## config.mk

```make
export PLATFORM = sky130hd
export DESIGN_NAME = video_timing_gen
export DESIGN_NICKNAME = d
export VERILOG_FILES = /design/src/rtl/video_timing_pkg.sv /design/src/rtl/timing_axis_counter.sv /design/src/rtl/video_timing_gen.sv
export SDC_FILE = /design/constraint.sdc
export NUM_CORES = 1
export LEC_CHECK = 0
export ABC_AREA = 1
export BUFFER_PORTS_ARGS = -buffer_cell sky130_fd_sc_hd__buf_2
export CAP_MARGIN = 20
export CORE_UTILIZATION = 56
export CTS_CLUSTER_SIZE = 25
export DETAILED_ROUTE_END_ITERATION = 7
export GPL_TIMING_DRIVEN = 0
export PLACE_DENSITY = 0.8
export SYNTH_ARGS = -nofsm -noshare
export SYNTH_HDL_FRONTEND = slang
export SYNTH_SLANG_ARGS = --single-unit
```

## constraint.sdc

```tcl
create_clock -name clk -period 2.3 [get_ports clk]
set_clock_uncertainty 0.1 [all_clocks]
set_input_delay 0 -clock clk [delete_from_list [all_inputs] [get_ports clk]]
set_output_delay 0 -clock clk [all_outputs]
set_load 0.005 [all_outputs]
```

## src/rtl/video_timing_pkg.sv

```systemverilog
// Shared raster timing constants and helpers for the video path.
// Game logic imports the same sync-region checks the timing generator uses.
package video_timing_pkg;

    localparam int DEF_H_DISPLAY = 640;
    localparam int DEF_H_FRONT   = 16;
    localparam int DEF_H_SYNC    = 96;
    localparam int DEF_H_BACK    = 48;
    localparam int DEF_V_DISPLAY = 480;
    localparam int DEF_V_BOTTOM  = 10;
    localparam int DEF_V_SYNC    = 2;
    localparam int DEF_V_TOP     = 33;
    localparam int DEF_CNT_W     = 10;

    function automatic int h_total(input int display, input int front,
                                   input int sync, input int back);
        return display + front + sync + back;
    endfunction

    function automatic int v_total(input int display, input int bottom,
                                   input int sync, input int top);
        return display + bottom + sync + top;
    endfunction

    // Sync occupies the slot directly after the front porch.
    function automatic logic in_sync_region(input int pos, input int display,
                                            input int front, input int sync);
        return (pos >= display + front) && (pos < display + front + sync);
    endfunction

    function automatic logic fits_width(input int value, input int w);
        return longint'(value) < (longint'(1) << w);
    endfunction

endpackage

```

## src/rtl/timing_axis_counter.sv

```systemverilog
// One raster axis: position counter with registered sync and active flags
// derived from the next position, so they line up with pos every cycle.
module timing_axis_counter
    import video_timing_pkg::*;
#(
    parameter int   DISPLAY = DEF_H_DISPLAY,
    parameter int   FRONT   = DEF_H_FRONT,
    parameter int   SYNC    = DEF_H_SYNC,
    parameter int   BACK    = DEF_H_BACK,
    parameter logic POL     = 1'b1,
    parameter int   W       = DEF_CNT_W
) (
    input  logic         clk,
    input  logic         reset,
    input  logic         step,
    output logic [W-1:0] pos,
    output logic         wrap,
    output logic         sync,
    output logic         active
);

    localparam int TOTAL = h_total(DISPLAY, FRONT, SYNC, BACK);

    logic [W-1:0] pos_q, pos_d;
    logic         sync_q, sync_d;
    logic         active_q, active_d;

    assign wrap = (pos_q == W'(TOTAL - 1));

    always_comb begin
        pos_d = pos_q;
        if (step) begin
            pos_d = wrap ? '0 : pos_q + W'(1);
        end
        sync_d   = in_sync_region(int'(pos_d), DISPLAY, FRONT, SYNC) ? POL : ~POL;
        active_d = (int'(pos_d) < DISPLAY);
    end

    always_ff @(posedge clk or posedge reset) begin
        if (reset) begin
            pos_q    <= '0;
            sync_q   <= ~POL;
            active_q <= 1'b1;
        end else begin
            pos_q    <= pos_d;
            sync_q   <= sync_d;
            active_q <= active_d;
        end
    end

    assign pos    = pos_q;
    assign sync   = sync_q;
    assign active = active_q;

endmodule

```

## src/rtl/video_timing_gen.sv

```systemverilog
// Parametrised raster timing generator with pixel prescaler, freeze enable,
// line/frame strobes and a frame counter; all outputs describe the same pixel.
module video_timing_gen
    import video_timing_pkg::*;
#(
    parameter int H_DISPLAY  = DEF_H_DISPLAY,
    parameter int H_FRONT    = DEF_H_FRONT,
    parameter int H_SYNC     = DEF_H_SYNC,
    parameter int H_BACK     = DEF_H_BACK,
    parameter int V_DISPLAY  = DEF_V_DISPLAY,
    parameter int V_BOTTOM   = DEF_V_BOTTOM,
    parameter int V_SYNC     = DEF_V_SYNC,
    parameter int V_TOP      = DEF_V_TOP,
    parameter int H_SYNC_POL = 1,
    parameter int V_SYNC_POL = 1,
    parameter int CNT_W      = DEF_CNT_W,
    parameter int PIX_DIV    = 1,
    parameter int FRAME_W    = 8
) (
    input  logic               clk,
    input  logic               reset,
    input  logic               en,
    output logic               hsync,
    output logic               vsync,
    output logic               display_on,
    output logic [CNT_W-1:0]   hpos,
    output logic [CNT_W-1:0]   vpos,
    output logic               pix_ce,
    output logic               line_start,
    output logic               frame_start,
    output logic [FRAME_W-1:0] frame_cnt
);

    localparam int H_TOTAL = h_total(H_DISPLAY, H_FRONT, H_SYNC, H_BACK);
    localparam int V_TOTAL = v_total(V_DISPLAY, V_BOTTOM, V_SYNC, V_TOP);
    localparam int DIV_W   = (PIX_DIV > 1) ? $clog2(PIX_DIV) : 1;

    if (PIX_DIV < 1) begin : g_bad_div
        $error("video_timing_gen: PIX_DIV must be at least 1");
    end
    if (H_FRONT < 1 || H_SYNC < 1 || H_BACK < 1 ||
        V_BOTTOM < 1 || V_SYNC < 1 || V_TOP < 1) begin : g_bad_porch
        $error("video_timing_gen: porch and sync widths must be at least 1");
    end
    if (!fits_width(H_TOTAL - 1, CNT_W) || !fits_width(V_TOTAL - 1, CNT_W)) begin : g_bad_width
        $error("video_timing_gen: CNT_W too narrow for the line/frame totals");
    end

    logic [DIV_W-1:0]   div_q, div_d;
    logic [FRAME_W-1:0] frame_cnt_q, frame_cnt_d;
    logic               pce_q, pce_d;
    logic               line_q, line_d;
    logic               frame_q, frame_d;

    logic               div_wrap, h_step, v_step;
    logic               h_wrap, v_wrap, h_sync, v_sync, h_active, v_active;
    logic [CNT_W-1:0]   h_pos, v_pos;
    logic               h_next_zero, v_next_zero;

    assign div_wrap = (div_q == DIV_W'(PIX_DIV - 1));
    assign h_step   = en & div_wrap;
    assign v_step   = h_step & h_wrap;

    timing_axis_counter #(
        .DISPLAY (H_DISPLAY),
        .FRONT   (H_FRONT),
        .SYNC    (H_SYNC),
        .BACK    (H_BACK),
        .POL     (H_SYNC_POL != 0),
        .W       (CNT_W)
    ) u_h_axis (
        .clk    (clk),
        .reset  (reset),
        .step   (h_step),
        .pos    (h_pos),
        .wrap   (h_wrap),
        .sync   (h_sync),
        .active (h_active)
    );

    timing_axis_counter #(
        .DISPLAY (V_DISPLAY),
        .FRONT   (V_BOTTOM),
        .SYNC    (V_SYNC),
        .BACK    (V_TOP),
        .POL     (V_SYNC_POL != 0),
        .W       (CNT_W)
    ) u_v_axis (
        .clk    (clk),
        .reset  (reset),
        .step   (v_step),
        .pos    (v_pos),
        .wrap   (v_wrap),
        .sync   (v_sync),
        .active (v_active)
    );

    // Strobe flags are precomputed from the next div/position so they sit
    // in the same cycle as the pixel they mark.
    always_comb begin
        div_d = div_q;
        if (en) begin
            div_d = div_wrap ? '0 : div_q + DIV_W'(1);
        end
        frame_cnt_d = frame_cnt_q;
        if (v_step && v_wrap) begin
            frame_cnt_d = frame_cnt_q + FRAME_W'(1);
        end
        h_next_zero = h_step ? h_wrap : (h_pos == '0);
        v_next_zero = v_step ? v_wrap : (v_pos == '0);
        pce_d   = (div_d == '0);
        line_d  = pce_d & h_next_zero;
        frame_d = line_d & v_next_zero;
    end

    always_ff @(posedge clk or posedge reset) begin
        if (reset) begin
            div_q       <= '0;
            frame_cnt_q <= '0;
            pce_q       <= 1'b1;
            line_q      <= 1'b1;
            frame_q     <= 1'b1;
        end else begin
            div_q       <= div_d;
            frame_cnt_q <= frame_cnt_d;
            pce_q       <= pce_d;
            line_q      <= line_d;
            frame_q     <= frame_d;
        end
    end

    assign hsync       = h_sync;
    assign vsync       = v_sync;
    assign display_on  = h_active & v_active;
    assign hpos        = h_pos;
    assign vpos        = v_pos;
    assign frame_cnt   = frame_cnt_q;
    assign pix_ce      = pce_q & en & ~reset;
    assign line_start  = line_q & en & ~reset;
    assign frame_start = frame_q & en & ~reset;

endmodule

```

Word-level counts from Yosys, hierarchy flattened
Cells that the tools add are included.
{"block": "classes", "muxes": 10, "n_eq_ne": 2, "addsub": 4, "magnitude_cmp": 6, "n_bitwise": 14, "reduce_logical": 5}
{"operator": "10-bit two-way mux", "n": 4}
{"operator": "10-bit by 1-bit adder with 10-bit output, second input constant", "n": 2}
{"operator": "10-bit == test, second input constant", "n": 2}
{"operator": "10-bit logical NOT", "n": 2}
{"operator": "10-bit less-than comparator, second input constant", "n": 2}
{"operator": "10-bit by 9-bit less-than comparator with 1-bit output, second input constant", "n": 2}
{"operator": "1-bit AND", "n": 11}
{"operator": "10-bit >= comparator, second input constant", "n": 1}
{"operator": "10-bit by 9-bit >= comparator with 1-bit output, second input constant", "n": 1}
{"operator": "8-bit by 1-bit adder with 8-bit output, second input constant", "n": 1}
{"operator": "1-bit two-way mux", "n": 6}
{"operator": "1-bit logical AND", "n": 3}
{"operator": "1-bit inverter", "n": 3}
{"operator": "1-bit adder, second input constant", "n": 1}
{"block": "word_totals", "out_inout_bits": 34, "in_bits": 3, "reg_bits": 36, "elab_cells": 52}

Logic depth before layout (Yosys ltp)
{"block": "logic_depth", "depth_word": 7, "mapped_depth": 11, "mapped_depth_nobuf": 11}

Cells and area by module
Synthesis repeated with hierarchy kept, for this count alone.
{"block": "hier_totals", "hier_cells": 275, "area_unflattened_um2": 2162.1}
{"module": "video_timing_gen", "seq_area_each_um2": 304.0, "cells_per_inst": 98, "n_inst": 1, "area_per_inst_um2": 788.3}
{"module": "timing_axis_counter at u_h_axis", "seq_area_each_um2": 301.5, "cells_per_inst": 86, "n_inst": 1, "area_per_inst_um2": 694.4}
{"module": "timing_axis_counter at u_v_axis", "seq_area_each_um2": 301.5, "cells_per_inst": 91, "n_inst": 1, "area_per_inst_um2": 679.4}

Worst setup path before layout
OpenSTA, ideal clock, no wires.
{"block": "synth_timing", "kind": "reg-to-reg", "from": "register u_h_axis.pos_q[1], in the netlist u_h_axis.pos[1]", "to": "register frame_cnt_q[7], in the netlist frame_cnt[7]", "synth_period_minus_slack_ns": 1.720, "t_required_ns": 2.075, "stages_incl_launch_ff": 8, "setup_ns": 0.125, "arrival_ns": 1.495, "n_path_buf": 1, "slack_ns": 0.580, "cell_sequence": "dfrtp_1 > ha_1 > nand2_2 > nor2_4 > nand3_4 > buf_6 > nor2_1 > mux2_2"}
{"block": "synth_between", "elab_chain_len": 3}
{"item": "start, declared", "line": "timing_axis_counter.sv:24", "rtl": "logic [W-1:0] pos_q, pos_d;"}
{"item": "start signal, assigned", "line": "timing_axis_counter.sv:45", "rtl": "pos_q <= pos_d;"}
{"item": "10-bit == test", "line": "timing_axis_counter.sv:28", "rtl": "assign wrap = (pos_q == W'(TOTAL - 1));"}
{"item": "1-bit AND", "line": "video_timing_gen.sv:62", "rtl": "assign v_step = h_step & h_wrap;"}
{"item": "1-bit logical AND", "line": "video_timing_gen.sv:106", "rtl": "if (v_step && v_wrap) begin"}
{"item": "end signal, assigned", "line": "video_timing_gen.sv:125", "rtl": "frame_cnt_q <= frame_cnt_d;"}
{"item": "end, declared", "line": "video_timing_gen.sv:50", "rtl": "logic [FRAME_W-1:0] frame_cnt_q, frame_cnt_d;"}
Every way passes these cells.
A chain may end at the register's enable or synchronous reset.

Worst setup path after layout
{"block": "layout_timing", "from": "register u_v_axis.pos_q[0], in the netlist u_v_axis.pos[0]", "to": "register u_v_axis.sync_q, in the netlist u_v_axis.sync"}
{"block": "layout_between", "elab_chain_len": 6, "elab_cells_between_ends": 8, "classes_between": "add/sub (1); order compare (2); eq/ne (1); mux (3); reduce/logical (1)"}
{"item": "start, declared", "line": "timing_axis_counter.sv:24"}
{"item": "start signal, assigned", "line": "timing_axis_counter.sv:45"}
{"item": "10-bit by 1-bit adder with 10-bit output / 10-bit == test (equally long branches)", "line": "timing_axis_counter.sv:33, timing_axis_counter.sv:28"}
{"item": "10-bit two-way mux *", "line": "timing_axis_counter.sv:33", "rtl": "pos_d = wrap ? '0 : pos_q + W'(1);"}
{"item": "10-bit two-way mux *", "line": "timing_axis_counter.sv:32", "rtl": "if (step) begin"}
{"item": "named net u_v_axis.pos_d[4]", "line": "timing_axis_counter.sv:24"}
{"item": "10-bit by 9-bit >= comparator with 1-bit output / 10-bit by 9-bit less-than comparator with 1-bit output (equally long branches)", "line": "video_timing_pkg.sv:28", "rtl": "return (pos >= display + front) && (pos < display + front + sync);"}
{"item": "1-bit logical AND *", "line": "video_timing_pkg.sv:28"}
{"item": "1-bit two-way mux *", "line": "timing_axis_counter.sv:35", "rtl": "sync_d = in_sync_region(int'(pos_d), DISPLAY, FRONT, SYNC) ? POL : ~POL;"}
{"item": "named net u_v_axis.sync_d", "line": "timing_axis_counter.sv:25", "rtl": "logic sync_q, sync_d;"}
{"item": "end signal, assigned", "line": "timing_axis_counter.sv:42", "rtl": "sync_q <= ~POL;"}
{"item": "end signal, assigned", "line": "timing_axis_counter.sv:46", "rtl": "sync_q <= sync_d;"}
{"item": "end, declared", "line": "timing_axis_counter.sv:25"}
Mark *: on every way through the listed nets, which the timed path passes. The rest lies on a longest branch.

==> results by group <==
Place
  – Final Wtd Congestion: 0.887
  – Placed Cells: 356
  – Pre-CTS setup slack: 0.398 ns
  – Detailed placement HPWL: 3.37 mm
  – Port Buffer Count: 36
  – Placed cell area: 2440 um2

Clock network
  – Post-CTS Resized: 0
  – Reg clk slew, reported paths: 0.07 ns
  – CTS Root Cell: clkbuf_8
  – Clk sinks: 36
  – Max Root-Sink Buffers: 2
  – Skew-Pair Late Insertion Delay: 0.29 ns
  – CTS H-tree depth: 2
  – CTS buffer count: 5
  – CTS tree: built
  – Post-CTS setup buffer count: 0

Floorplan
  – Initial Utilization: 58.8%
  – Row count: 22
  – Core area: 3690 um2
  – Chip height: 64.2 um
  – # IOs: 37
  – Die area: 4120 um2
  – Die Wd: 64.2 um

Timing
  – Final setup vio count: 0
  – Final worst path period share: 84.1%
  – Final setup slack of the worst path: 0.366 ns
  – F_max: 0.517 GHz
  – Worst Tran Pin Value: 0.745 ns
  – TNS Setup: 0 ns
  – RSZ-0062 raised after global routing: no
  – Max-slew headroom: 50.3%
  – Final hold viol count: 0
  – Tmin final: 1.93 ns
  – Slew Limit Fails: 0

Layout
  – Fin cells: 366
  – Fill count: 312
  – Share of cells above drive strength 1: 27.0%
  – Final Cell Area: 2550 um2
  – Nets: 325
  – Area Overhead vs Synth: 17.4%
  – Diode count: 0

Routing
  – Via count: 1809
  – Detailed Route Iter0 Violations: 99
  – WL final: 4.38 mm
  – Drt drc: 0
  – Routed Antenna Nets: 0
  – Post-DR wirelength/cell: 12.0 um
  – Drt via density: 4.94
  – Length of the first detailed-routing pass in iterations: 4

Synthesis
  – Most area-hungry cell type in the Yosys netlist: dfrtp_1
  – Largest family of logic cells by synthesized area: simple AND/OR/NAND/NOR gates
  – Adder-cell share of the synthesized area: 2.89%
  – Ranking of synthesized cells by area: dfrtp_1, nand2_1, inv_1
  – Post-synthesis area per instance: 8.00 um2
  – Main synth FF type: dfrtp_1
  – Yosys reg bits: 36
  – XOR/XNOR Fraction of Synth Area: 4.04%
  – Post-synthesis mux area share: 1.04%
  – Ys async rst share: 100%
  – Synth Area in Compound Gates: 3.69%
  – Number of flops mapped to enable cells by yosys: 0
  – Mapped Area: 2170 um2
  – YS warnings: 0
  – Synth cell count leaders: nand2_1, inv_1, dfrtp_1
  – Syn_nets: 279
  – Area share of the largest cell type after synthesis: 35.8%
  – Cell variety after synth: 35
  – Most numerous cell in the Yosys netlist: nand2_1
  – Synth Instances: 271
  – Post-Synth Simple-Gate Area: 36.5%
  – Post-synthesis sequential area ratio: 41.8%

Power
  – Power per cell area: 666 nW/um2
  – Peak VDD IR: 0.611 mV
  – Leak: 1.40 nW

Critical path
  – Crit path arrival time: 2.05 ns
  – Crit path required time: 2.41 ns
  – CP Capture Type: flip-flop
  – CP Launch Type: flip-flop
  – WS Path Type: flip-flop to flip-flop
  – Reg2Reg Depth: 10
  – Critical Path Fanout Max: 6

Worst hold path
  – HP Class: primary input to asynchronous set/reset pin

Global route
  – Largest net degree at the start of global routing: 20
  – Global-route wire length before repair: 7.69 mm
  – Total gr overflow: 0
  – Initial antenna violation count: 0
  – Number of global-route vias before repair: 1683
  – Total GRT Usage: 24.6%

Flow run
  – Maxcap violations: 0

Status
  – Outcome: complete, no violations
==> registers in the layout, indices dropped and copies added, names as in the netlist <==
| signal | count |
|---|---|
| u_h_axis.pos | 10 |
| u_v_axis.pos | 10 |
| frame_cnt | 8 |
| div_q | 1 |
| frame_q | 1 |
| line_q | 1 |
| pce_q | 1 |
| u_h_axis.active | 1 |
| u_h_axis.sync | 1 |
| u_v_axis.active | 1 |
| u_v_axis.sync | 1 |
==> layout by cell type (no fill, tap or decap), drive strengths merged <==
master	instances
nand2	74
inv	50
buf	40
dfrtp	31
nor2	31
nand3	24
nand4	13
o21ai	8
clkbuf	8
nor3	7
xor2	5
xnor2	5
ha	5
dfstp	5
a21oi	3
dlygate4sd3	2
mux2	2
a21boi	1
a21o	1
o22ai	1
nor4	1
and3b	1
==> path summary, 6_finish.rpt <==
kind / from / endpoint / slack, ns
max reg2reg: u_v_axis.pos[0] / u_v_axis.sync / 0.37
max in group asynchronous: reset / line_q / 1.17
min reg2reg: frame_cnt[5] / frame_cnt[5] / 0.42
min in group clk: en / div_q / 0.38
min: reset / u_v_axis.pos[1] / 0.31
max: u_v_axis.pos[0] / u_v_axis.sync / 0.37
==> cell type report <==
type                    count  area (um2)  share of cell area [%]
multi-input cells         182        1040                    41.0
flip-flops and latches     36         907                    35.6
repair buffers             39         228                    8.94
inverters                  50         188                    7.37
clock buffers               8        90.1                    3.54
well taps                  48        60.1                    2.36
plain buffers               3        30.0                    1.18
==> per-layer routing <==
layer	part of all wire, %	track usage, %	vias to the layer above	routed length, um
met4	1.5	9.17	0	64
met2	47	39.2	47	2040
li1	-	-	940	-
met5	0	0	-	0
met1	46	33.0	816	2030
met3	5.6	5.00	6	245
==> cell families after synthesis <==
family          Yosys count
simple gates            151
compound gates           14
flops                    36
mux                       2
fa+ha+maj                 5
buf+inv                  53
xor+xnor                 10
==> repair_timing <==
action / 4_1_cts / 5_1_grt
endpoints found under the hold margin: 15 / 0
hold buffers: 2 / 0
endpoints found under the setup margin: 0 / 0
==> through the flow <==
step | total power (W) | hold slack, ns | util [%]
after floorplan | 0.00109 | -0.0689 | -
after global placement | 0.00122 | 0.141 | 65.3
after detailed placement | 0.00124 | 0.0893 | 66.0
after CTS | 0.00171 | 0.336 | 69.0
after global routing | 0.00180 | 0.378 | 69.0
final | 0.00170 | 0.310 | 69.0
==> power breakdown <==
part           switching [W]  total (W)  internal [W]
Sequential          0.000107   0.000825      0.000717
Clock               0.000216   0.000460      0.000244
Combinational       0.000250   0.000411      0.000161
==> critical path, stage by stage, from the launching register on <==
cell,delay (ns)
dfrtp_1,0.44
inv_1,0.12
ha_1,0.23
inv_1,0.05
nor2_1,0.10
nand4_1,0.19
nand2_1,0.11
o21ai_0,0.09
nor2_1,0.16
nand3_1,0.12
nor2_1,0.14
(Power assumes the default switching activity.)
